<file path="config.mk">
export PLATFORM = sky130hd
export DESIGN_NAME = rf_mem_2p
export DESIGN_NICKNAME = d
export VERILOG_FILES = /design/src/rtl/rf_mem_pkg.sv /design/src/rtl/rf_mem_clr_seq.sv /design/src/rtl/rf_mem_2p.sv
export SDC_FILE = /design/constraint.sdc
export NUM_CORES = 1
export LEC_CHECK = 0
export ABC_AREA = 1
export CAP_MARGIN = 10
export CORE_UTILIZATION = 55
export CTS_CLUSTER_DIAMETER = 60
export CTS_CLUSTER_SIZE = 40
export DETAILED_ROUTE_END_ITERATION = 8
export PLACE_DENSITY = 0.72
export REMOVE_ABC_BUFFERS = 1
export SLEW_MARGIN = 20
export SYNTH_ARGS = -nofsm -noshare
export SYNTH_HDL_FRONTEND = slang
export SYNTH_SLANG_ARGS = --single-unit
</file>
<file path="constraint.sdc">
create_clock -name clk -period 2.3 [get_ports clk]
set_input_delay 0.46 -clock clk [delete_from_list [all_inputs] [get_ports clk]]
set_output_delay 0.46 -clock clk [all_outputs]
set_load 0.005 [all_outputs]
</file>
<file path="src/rtl/rf_mem_pkg.sv">
// Shared types and helpers for the rf_mem_2p register-file memory.
// Holds the clear FSM states, the read-latency check and lane parity.
package rf_mem_pkg;

  typedef enum logic {
    RF_CLEAR = 1'b0,
    RF_READY = 1'b1
  } rf_state_e;

  localparam int PAR_W = 64;

  function automatic bit rd_lat_ok(input int lat);
    return (lat == 1) || (lat == 2);
  endfunction

  function automatic logic lane_parity(
    input logic [PAR_W-1:0] data
  );
    return ^data;
  endfunction

endpackage

</file>
<file path="src/rtl/rf_mem_clr_seq.sv">
// Clear sequencer: sweeps zeros into every word after reset or clr_req.
// The FSM is in READY (init_done) only once the last word has been zeroed.
module rf_mem_clr_seq
  import rf_mem_pkg::*;
#(
  parameter int ADDR_WIDTH = 4,
  parameter int DEPTH      = 16
) (
  input  logic                  clk,
  input  logic                  rst_n,
  input  logic                  clr_req,
  output logic                  clr_we,
  output logic [ADDR_WIDTH-1:0] clr_addr,
  output logic                  init_done
);

  localparam logic [ADDR_WIDTH-1:0] LAST =
    ADDR_WIDTH'(DEPTH - 1);

  rf_state_e             r_state;
  rf_state_e             w_state_nx;
  logic [ADDR_WIDTH-1:0] r_cnt;
  logic [ADDR_WIDTH-1:0] w_cnt_nx;

  always_ff @(posedge clk or negedge rst_n) begin
    if (!rst_n) begin
      r_state <= RF_CLEAR;
      r_cnt   <= '0;
    end else begin
      r_state <= w_state_nx;
      r_cnt   <= w_cnt_nx;
    end
  end

  always_comb begin
    w_state_nx = r_state;
    w_cnt_nx   = r_cnt;
    unique case (r_state)
      RF_CLEAR: begin
        if (r_cnt == LAST) begin
          w_state_nx = RF_READY;
          w_cnt_nx   = '0;
        end else begin
          w_cnt_nx = r_cnt + 1'b1;
        end
      end
      RF_READY: begin
        if (clr_req) w_state_nx = RF_CLEAR;
      end
      default: begin
        w_state_nx = RF_CLEAR;
        w_cnt_nx   = '0;
      end
    endcase
  end

  assign clr_we    = (r_state == RF_CLEAR);
  assign clr_addr  = r_cnt;
  assign init_done = (r_state == RF_READY);

endmodule

</file>
<file path="src/rtl/rf_mem_2p.sv">
// Pseudo dual-port register file: lane enables, write-first bypass,
// RD_LAT 1/2 read pipe, clear sweep. Parity via RF_MEM_2P_PARITY_EN.
module rf_mem_2p
  import rf_mem_pkg::*;
#(
  parameter int ADDR_WIDTH = 4,
  parameter int DATA_WIDTH = 16,
  parameter int DEPTH      = 16,
  parameter int LANE_WIDTH = 8,
  parameter int RD_LAT     = 1
) (
  input  logic                             clk,
  input  logic                             rst_n,
  input  logic                             clr_req,
  output logic                             init_done,
  input  logic                             wr_en,
  input  logic [ADDR_WIDTH-1:0]            wr_addr,
  input  logic [DATA_WIDTH-1:0]            wr_data,
  input  logic [DATA_WIDTH/LANE_WIDTH-1:0] wr_be,
  input  logic                             rd_en,
  input  logic [ADDR_WIDTH-1:0]            rd_addr,
  output logic [DATA_WIDTH-1:0]            rd_data,
  output logic                             rd_valid,
  output logic                             rd_perr
);

  localparam int LANES = DATA_WIDTH / LANE_WIDTH;
  localparam logic [ADDR_WIDTH:0] DEPTH_W =
    (ADDR_WIDTH + 1)'(DEPTH);

  if (!rd_lat_ok(RD_LAT)) begin : g_bad_lat
    $error("rf_mem_2p: RD_LAT must be 1 or 2");
  end

  logic                  w_clr_we;
  logic [ADDR_WIDTH-1:0] w_clr_addr;
  logic                  w_ready;

  rf_mem_clr_seq #(
    .ADDR_WIDTH (ADDR_WIDTH),
    .DEPTH      (DEPTH)
  ) u_clr (
    .clk       (clk),
    .rst_n     (rst_n),
    .clr_req   (clr_req),
    .clr_we    (w_clr_we),
    .clr_addr  (w_clr_addr),
    .init_done (w_ready)
  );

  assign init_done = w_ready;

  logic w_wr_inr;
  logic w_rd_inr;
  logic w_wr_ok;
  logic w_rd_acc;
  logic w_byp;

  assign w_wr_inr = ({1'b0, wr_addr} < DEPTH_W);
  assign w_rd_inr = ({1'b0, rd_addr} < DEPTH_W);
  assign w_wr_ok  = w_ready & wr_en & ~clr_req & w_wr_inr;
  assign w_rd_acc = w_ready & rd_en & ~clr_req;
  assign w_byp    = w_wr_ok & (wr_addr == rd_addr);

  // Clear sweep owns the write port while not READY
  logic                  w_we;
  logic [ADDR_WIDTH-1:0] w_waddr;
  logic [DATA_WIDTH-1:0] w_wdata;
  logic [LANES-1:0]      w_wbe;

  assign w_we    = w_clr_we | w_wr_ok;
  assign w_waddr = w_clr_we ? w_clr_addr : wr_addr;
  assign w_wdata = w_clr_we ? '0 : wr_data;
  assign w_wbe   = w_clr_we ? '1 : wr_be;

  logic [DATA_WIDTH-1:0] r_ram [DEPTH];

  always_ff @(posedge clk) begin
    if (w_we) begin
      for (int i = 0; i < LANES; i++) begin
        if (w_wbe[i])
          r_ram[w_waddr][i*LANE_WIDTH +: LANE_WIDTH] <=
            w_wdata[i*LANE_WIDTH +: LANE_WIDTH];
      end
    end
  end

`ifdef RF_MEM_2P_PARITY_EN
  logic [LANES-1:0] r_par [DEPTH];

  always_ff @(posedge clk) begin
    if (w_we) begin
      for (int i = 0; i < LANES; i++) begin
        if (w_wbe[i])
          r_par[w_waddr][i] <= lane_parity(
            PAR_W'(w_wdata[i*LANE_WIDTH +: LANE_WIDTH]));
      end
    end
  end
`endif

  logic [DATA_WIDTH-1:0] w_rword;
  logic                  w_rerr;

  // Bypassed lanes carry fresh parity, so only stored lanes can mismatch
  always_comb begin
    w_rword = '0;
    w_rerr  = 1'b0;
    if (w_rd_inr) begin
      w_rword = r_ram[rd_addr];
      for (int i = 0; i < LANES; i++) begin
        if (w_byp && wr_be[i]) begin
          w_rword[i*LANE_WIDTH +: LANE_WIDTH] =
            wr_data[i*LANE_WIDTH +: LANE_WIDTH];
        end
`ifdef RF_MEM_2P_PARITY_EN
        else if (lane_parity(PAR_W'(
                   r_ram[rd_addr][i*LANE_WIDTH +: LANE_WIDTH]))
                 != r_par[rd_addr][i]) begin
          w_rerr = 1'b1;
        end
`endif
      end
    end
  end

  logic                  r_v1;
  logic                  r_e1;
  logic [DATA_WIDTH-1:0] r_d1;

  always_ff @(posedge clk or negedge rst_n) begin
    if (!rst_n) begin
      r_v1 <= 1'b0;
      r_e1 <= 1'b0;
      r_d1 <= '0;
    end else begin
      r_v1 <= w_rd_acc;
      r_e1 <= w_rd_acc & w_rerr;
      if (w_rd_acc) r_d1 <= w_rword;
    end
  end

  if (RD_LAT == 2) begin : g_lat2
    logic                  r_v2;
    logic                  r_e2;
    logic [DATA_WIDTH-1:0] r_d2;

    always_ff @(posedge clk or negedge rst_n) begin
      if (!rst_n) begin
        r_v2 <= 1'b0;
        r_e2 <= 1'b0;
        r_d2 <= '0;
      end else begin
        r_v2 <= r_v1;
        r_e2 <= r_v1 & r_e1;
        if (r_v1) r_d2 <= r_d1;
      end
    end

    assign rd_valid = r_v2;
    assign rd_perr  = r_e2;
    assign rd_data  = r_d2;
  end else begin : g_lat1
    assign rd_valid = r_v1;
    assign rd_perr  = r_e1;
    assign rd_data  = r_d1;
  end

endmodule

</file>
; After elaboration in Yosys (flattened, before gate mapping)
; Memories as Yosys holds them, arrays and structs flattened. A register that Yosys moved wholly into a read port is not among the register bits.
; Index checks and enable logic that the tools add are counted.
[classes]
add_sub_neg = 1
eq_ne = 1
n_mux = 13
bitwise = 7
n_reduce_logical = 1
[op_table]
columns = cell, count
row1 = 2-to-1 mux 16 bit, 1
row2 = 2-to-1 mux 1 bit, 8
row3 = 2-to-1 mux 4 bit, 2
row4 = "adder 4 x 1 -> 4 bit, second input constant", 1
row5 = bitwise AND 1 bit, 4
row6 = "== test 4 bit, second input constant", 1
row7 = 2-to-1 mux 2 bit, 1
row8 = inverter 1 bit, 2
row9 = one-hot mux 1 bit (2 select lines), 1
row10 = logical NOT 1 bit, 1
row11 = OR 1 bit, 1
[word_totals]
regBits = 6
ram_bits = 256
inputBits = 31
out_inout_bits = 19
wordCells = 27
n_memories = 1
[memory_table]
columns = name, depth, width, read_ports, rd_clocked_by_memory_dff, wr, line
row1 = r_ram, 16, 16, 1, 1, 1, rf_mem_2p.sv:76  ; logic [DATA_WIDTH-1:0] r_ram [DEPTH];

; Longest topological paths before layout
[logic_depth]
depth_word = 5
mapped_depth = 12
ltp_nobuf = 10

; Modules after synthesis
; A second synthesis with hierarchy kept.
[unflattened]
hier_cells = 1279
area_unflattened_um2 = 12490.7
[by_module_without_submodules]
columns = module, instances, cells_per_inst, area_each_um2, seq_area_each_um2
row1 = rf_mem_2p, 1, 1252, 12261.8, 8112.8
row2 = rf_mem_clr_seq, 1, 27, 229.0, 125.1

; Worst setup path before layout
; No wires, ideal clock.
[synth_path]
path_kind = input to register
startpoint = input port clr_req
endpoint = memory r_ram[10][10] (enable)
arrival_ps = 1705
slack_ps = 225
cell_stages = 6
path_cell_list = inv_1 nand2_1 o21ai_2 inv_1 clkbuf_1 nor2_1
[synth_between]
elab_chain_len = 5
[synth_lines]
columns = item, line
row1 = from (decl), rf_mem_2p.sv:14  ; input logic clr_req,
row2 = inverter 1 bit, rf_mem_2p.sv:61  ; assign w_wr_ok = w_ready & wr_en & ~clr_req & w_wr_inr;
row3 = bitwise AND 1 bit, rf_mem_2p.sv:61
row4 = OR 1 bit, rf_mem_2p.sv:71  ; assign w_we = w_clr_we | w_wr_ok;
row5 = 2-to-1 mux 1 bit, rf_mem_2p.sv:79  ; if (w_we) begin
row6 = 2-to-1 mux 1 bit (not written as such), rf_mem_2p.sv:82  ; r_ram[w_waddr][i*LANE_WIDTH +: LANE_WIDTH] <=
row7 = to (decl), rf_mem_2p.sv:76
; No other way between the ends.

; Final worst setup path
[layout_path]
startpoint = register u_clr.r_state, in the netlist u_clr.init_done
endpoint = output port init_done
[layout_lines]
columns = item, line
row1 = from (decl), rf_mem_clr_seq.sv:20  ; rf_state_e r_state;
row2 = from (signal assigned), rf_mem_clr_seq.sv:30  ; r_state <= w_state_nx;
row3 = to (decl), rf_mem_2p.sv:15  ; output logic init_done,
; No word-level cell between the ends.

==> impl_metrics.prom <==
# TYPE chip_impl_metric gauge
chip_impl_info{name="outcome",value="complete, no violations"} 1
chip_impl_metric{name="ff2ff_setup_slack",unit="ps"} 280
chip_impl_info{name="synthDominantAreaCellType",value="sky130_fd_sc_hd__edfxtp_1"} 1
chip_impl_metric{name="drc",unit=""} 0
chip_impl_metric{name="route.detailed.vias_per_inst",unit=""} 5.49
chip_impl_metric{name="post-place-ws",unit="ps"} 33.1
chip_impl_metric{name="total_switching_power",unit="mW"} 4.97
chip_impl_metric{name="ant_nets",unit=""} 0
chip_impl_metric{name="worst-endpoint-required",unit="ps"} 1840
chip_impl_metric{name="area_growth_syn_to_layout",unit="%"} 14.6
chip_impl_metric{name="grt_start_max_net_pins",unit=""} 58
chip_impl_metric{name="yosysTopAreaCellShare",unit="%"} 62.8
chip_impl_metric{name="placement.cell_area",unit="sq mm"} 0.0133
chip_impl_metric{name="fp-row-count",unit=""} 54
chip_impl_metric{name="slew_viol_final",unit=""} 0
chip_impl_metric{name="timing.fmax",unit="GHz"} 0.473
chip_impl_metric{name="worst_slew_margin_rel",unit="%"} 57.9
chip_impl_metric{name="synthCells",unit=""} 1208
chip_impl_metric{name="post_route_cells_drive_above_1_share",unit="%"} 9.23
chip_impl_metric{name="cts.htree.levels",unit=""} 1
chip_impl_metric{name="fp.coreArea",unit="sq mm"} 0.0218
chip_impl_metric{name="final-instance-count-excl-fill",unit=""} 1569
chip_impl_metric{name="finalHoldViolCount",unit=""} 0
chip_impl_metric{name="number_of_antenna_violations_at_the_first_check_in_global_routing",unit=""} 0
chip_impl_metric{name="synth_seq_area_share",unit="%"} 67.3
chip_impl_info{name="yosys.cell_count.top_type",value="sky130_fd_sc_hd__nand2_1"} 1
chip_impl_metric{name="cp.arrival",unit="ps"} 1660
chip_impl_metric{name="timing.final.setup_violations",unit=""} 0
chip_impl_metric{name="switching_share",unit="%"} 32.2
chip_impl_metric{name="post-route-cell-area",unit="sq mm"} 0.0140
chip_impl_info{name="startpoint_type",value="flip-flop"} 1
chip_impl_metric{name="antenna_diode_count",unit=""} 0
chip_impl_info{name="worst_path_max_delay_cell",value="sky130_fd_sc_hd__clkdlybuf4s50_1"} 1
chip_impl_info{name="critical_path.reg2reg.endpoint",value="r_ram[12][14]"} 1
chip_impl_metric{name="worstPathBufferInverterCount",unit=""} 2
chip_impl_metric{name="grt_pass1_vias",unit=""} 8058
chip_impl_metric{name="power.ir.vdd_worst",unit="uV"} 481
chip_impl_info{name="worst_setup_path_category",value="reg -> out"} 1
chip_impl_metric{name="crit_fanout",unit=""} 13
chip_impl_metric{name="fp.dieArea",unit="sq mm"} 0.0229
chip_impl_metric{name="postLayoutSetupSlackWorst",unit="ps"} 185
chip_impl_info{name="clk_root_buffer_cell",value="sky130_fd_sc_hd__clkbuf_16"} 1
chip_impl_metric{name="average_routed_wire_per_standard_cell",unit="um"} 18.6
chip_impl_metric{name="synthesis.area",unit="sq mm"} 0.0122
chip_impl_metric{name="power_density",unit="mW/mm^2"} 1100
chip_impl_metric{name="syn_avg_cell_area",unit="sq um"} 10.1
chip_impl_metric{name="fin_worst_hold_slack",unit="ps"} 311
chip_impl_metric{name="ys_types",unit=""} 28
chip_impl_metric{name="dp_hpwl",unit="um"} 18700
chip_impl_info{name="crit_path_cell_trace",value="buf_4, clkdlybuf4s50_1"} 1
chip_impl_metric{name="cts_buffers",unit=""} 20
chip_impl_info{name="worstHoldPathType",value="in -> async"} 1
chip_impl_metric{name="ctsLongestPathBuffers",unit=""} 3
chip_impl_info{name="ys_top_cells_by_area",value="sky130_fd_sc_hd__edfxtp_1, sky130_fd_sc_hd__nand2_1, sky130_fd_sc_hd__nand3_1"} 1
chip_impl_metric{name="share_comb_of_total_power",unit="%"} 26.5
chip_impl_metric{name="final.min_clock_period",unit="ps"} 2120
chip_impl_metric{name="yosys_register_bits",unit=""} 278
chip_impl_metric{name="clk_transition_reported_paths",unit="ps"} 90
chip_impl_metric{name="crit_cells",unit=""} 2
chip_impl_metric{name="power_report.internal_total",unit="mW"} 10.5
chip_impl_info{name="startpoint_of_the_worst_setup_timing_path",value="u_clr.init_done"} 1
chip_impl_metric{name="io_pins",unit=""} 50
chip_impl_metric{name="dr_total_vias",unit=""} 8616
chip_impl_metric{name="numPlacedInstances",unit=""} 1530
chip_impl_metric{name="floorplan.die.height",unit="um"} 151
chip_impl_metric{name="min_period_over_period",unit="%"} 92.0
chip_impl_metric{name="yosys_warnings",unit=""} 0
chip_impl_metric{name="drt_pass1_iterations",unit=""} 5
chip_impl_info{name="crit_family",value="buffers and inverters"} 1
chip_impl_metric{name="grt_first_pass_wirelength",unit="um"} 44900
chip_impl_metric{name="final_util",unit="%"} 64.3
chip_impl_metric{name="clock-skew-final",unit="ps"} 14.9
chip_impl_metric{name="worstMarginPinSlew",unit="ps"} 631
chip_impl_metric{name="insertion_delay",unit="ps"} 520
chip_impl_metric{name="globalplace.congestion",unit=""} 0.914
chip_impl_metric{name="synth_edf_count",unit=""} 256
chip_impl_metric{name="starting_utilization_of_the_core_area",unit="%"} 56.1
chip_impl_metric{name="clock_sinks",unit=""} 278
chip_impl_info{name="cp-endpoint",value="init_done"} 1
chip_impl_metric{name="seq_power_share",unit="%"} 48.5
chip_impl_metric{name="design.final.nets",unit=""} 1307
chip_impl_metric{name="timing.reg2reg.worst_path_depth",unit=""} 9
chip_impl_info{name="startpoint_of_the_worst_slack_reg_to_reg_timing_path",value="u_clr.init_done"} 1
chip_impl_metric{name="buffers_on_ports",unit=""} 48
chip_impl_info{name="rsz0062_at_grt",value="false"} 1
chip_impl_metric{name="critical_path.max_stage_delay",unit="ps"} 530
chip_impl_metric{name="grt_usage",unit="%"} 26.3
chip_impl_info{name="yosys_most_used_dff",value="sky130_fd_sc_hd__edfxtp_1"} 1
chip_impl_metric{name="cap_violations",unit=""} 0
chip_impl_info{name="clock_tree_from_tritoncts",value="done"} 1
chip_impl_metric{name="share_of_synthesized_flip_flops_with_an_asynchronous_set_or_reset",unit="%"} 7.91
chip_impl_info{name="endpoint_class_of_the_critical_path",value="output port"} 1
chip_impl_info{name="post_synth_most_frequent_cells",value="sky130_fd_sc_hd__nand2_1, sky130_fd_sc_hd__edfxtp_1, sky130_fd_sc_hd__nand3_1, sky130_fd_sc_hd__inv_1, sky130_fd_sc_hd__nor2_1"} 1
chip_impl_metric{name="dieWidth",unit="um"} 151
chip_impl_metric{name="globalRoute.totalOverflow",unit=""} 0
chip_impl_metric{name="drt_iter0_drc",unit=""} 921
chip_impl_metric{name="p_leak",unit="nW"} 6.08
chip_impl_metric{name="route.final.wire_length",unit="um"} 29200
chip_impl_metric{name="power_frac_clock",unit="%"} 25.0
area by class of cell:
type	instances	area [sq um]
Clock buffer	22	539
Clock inverter	14	196
Fill cell	1646	7800
Inverter	121	458
Multi-Input combinational cell	746	3240
Sequential cell	278	8240
Tap cell	280	350
Timing Repair Buffer	108	998
metrics by stage:
stage                     total power [mW]  setup TNS, ps
after floorplan                       9.74          -8470
after CTS                             15.4              0
after detailed placement              11.6              0
final                                 15.4              0
after global placement                11.5          -28.5
after global routing                  16.2              0
power by group through the flow:
stage | clock [mW] | sequential (mW) | combinational [mW]
6_report | 3.86 | 7.49 | 4.09
4_1_cts | 3.89 | 7.50 | 4.02
3_5_place_dp | 0 | 7.60 | 4.00
5_1_grt | 4.06 | 7.60 | 4.50
2_1_floorplan | 0 | 7.55 | 2.19
3_3_place_gp | 0 | 7.58 | 3.91
layer usage:
layer / up-vias / GRT usage, % / part of all wire, %
met3: 49 / 3.43 / 10
met2: 432 / 41.1 / 46
met5: - / 0 / 0
met4: 0 / 7.10 / 2.0
li1: 4111 / - / -
met1: 4024 / 39.0 / 42
layout by cell type (no fill, tap or decap), types with 3 or more instances in the layout:
master / n
sky130_fd_sc_hd__buf_12: 6
sky130_fd_sc_hd__buf_4: 55
sky130_fd_sc_hd__clkbuf_16: 21
sky130_fd_sc_hd__clkdlybuf4s50_1: 46
sky130_fd_sc_hd__clkinv_2: 3
sky130_fd_sc_hd__clkinv_8: 3
sky130_fd_sc_hd__dfrtp_1: 21
sky130_fd_sc_hd__edfxtp_1: 256
sky130_fd_sc_hd__inv_1: 116
sky130_fd_sc_hd__nand2_1: 484
sky130_fd_sc_hd__nand2_2: 6
sky130_fd_sc_hd__nand2_4: 3
sky130_fd_sc_hd__nand3_1: 167
sky130_fd_sc_hd__nand4_1: 17
sky130_fd_sc_hd__nor2_1: 38
sky130_fd_sc_hd__o211ai_1: 16
sky130_fd_sc_hd__o21ai_0: 4
timing repair:
action | in CTS | in global routing
gates resized for setup | 1 | 0
hold buffers | 0 | 0
setup endpoints to repair | 1 | 1
setup buffers | 0 | 3
pin swaps | 0 | 0
sequential cells by signal, summed over array words and instances, names as in the netlist:
register         cells
u_clr.init_done      1
r_ram              256
rd_data             16
u_clr.clr_addr       4
rd_valid             1
how the worst min path moves through the flow:
stage | start | end | slack, ps | cells past startpoint
2_1_floorplan | rst_n | rd_data[0] | 160 | 0
3_3_place_gp | rd_data[4] | rd_data[4] | 470 | 2
3_5_place_dp | rd_data[12] | rd_data[12] | 470 | 2
4_1_cts | rst_n | rd_data[0] | 320 | 2
5_1_grt | rst_n | rd_data[4] | 350 | 2
6_report | rst_n | rd_data[0] | 310 | 2
logic make-up (layout without fill, tap and decap cells):
| group | Yosys count | after routing | share of synthesized area, % |
|---|---|---|---|
| and+or+nand+nor | 721 | 721 | 25.0 |
| other | 1 | 1 | 0.0306 |
| buffers and inverters | 184 | 265 | 6.20 |
| AOI/OAI and AO/OA | 23 | 23 | 1.34 |
| DFF | 278 | 278 | 67.3 |
| adders and majority gates | 1 | 1 | 0.102 |
Note: power is estimated with default switching activity, not from simulation.
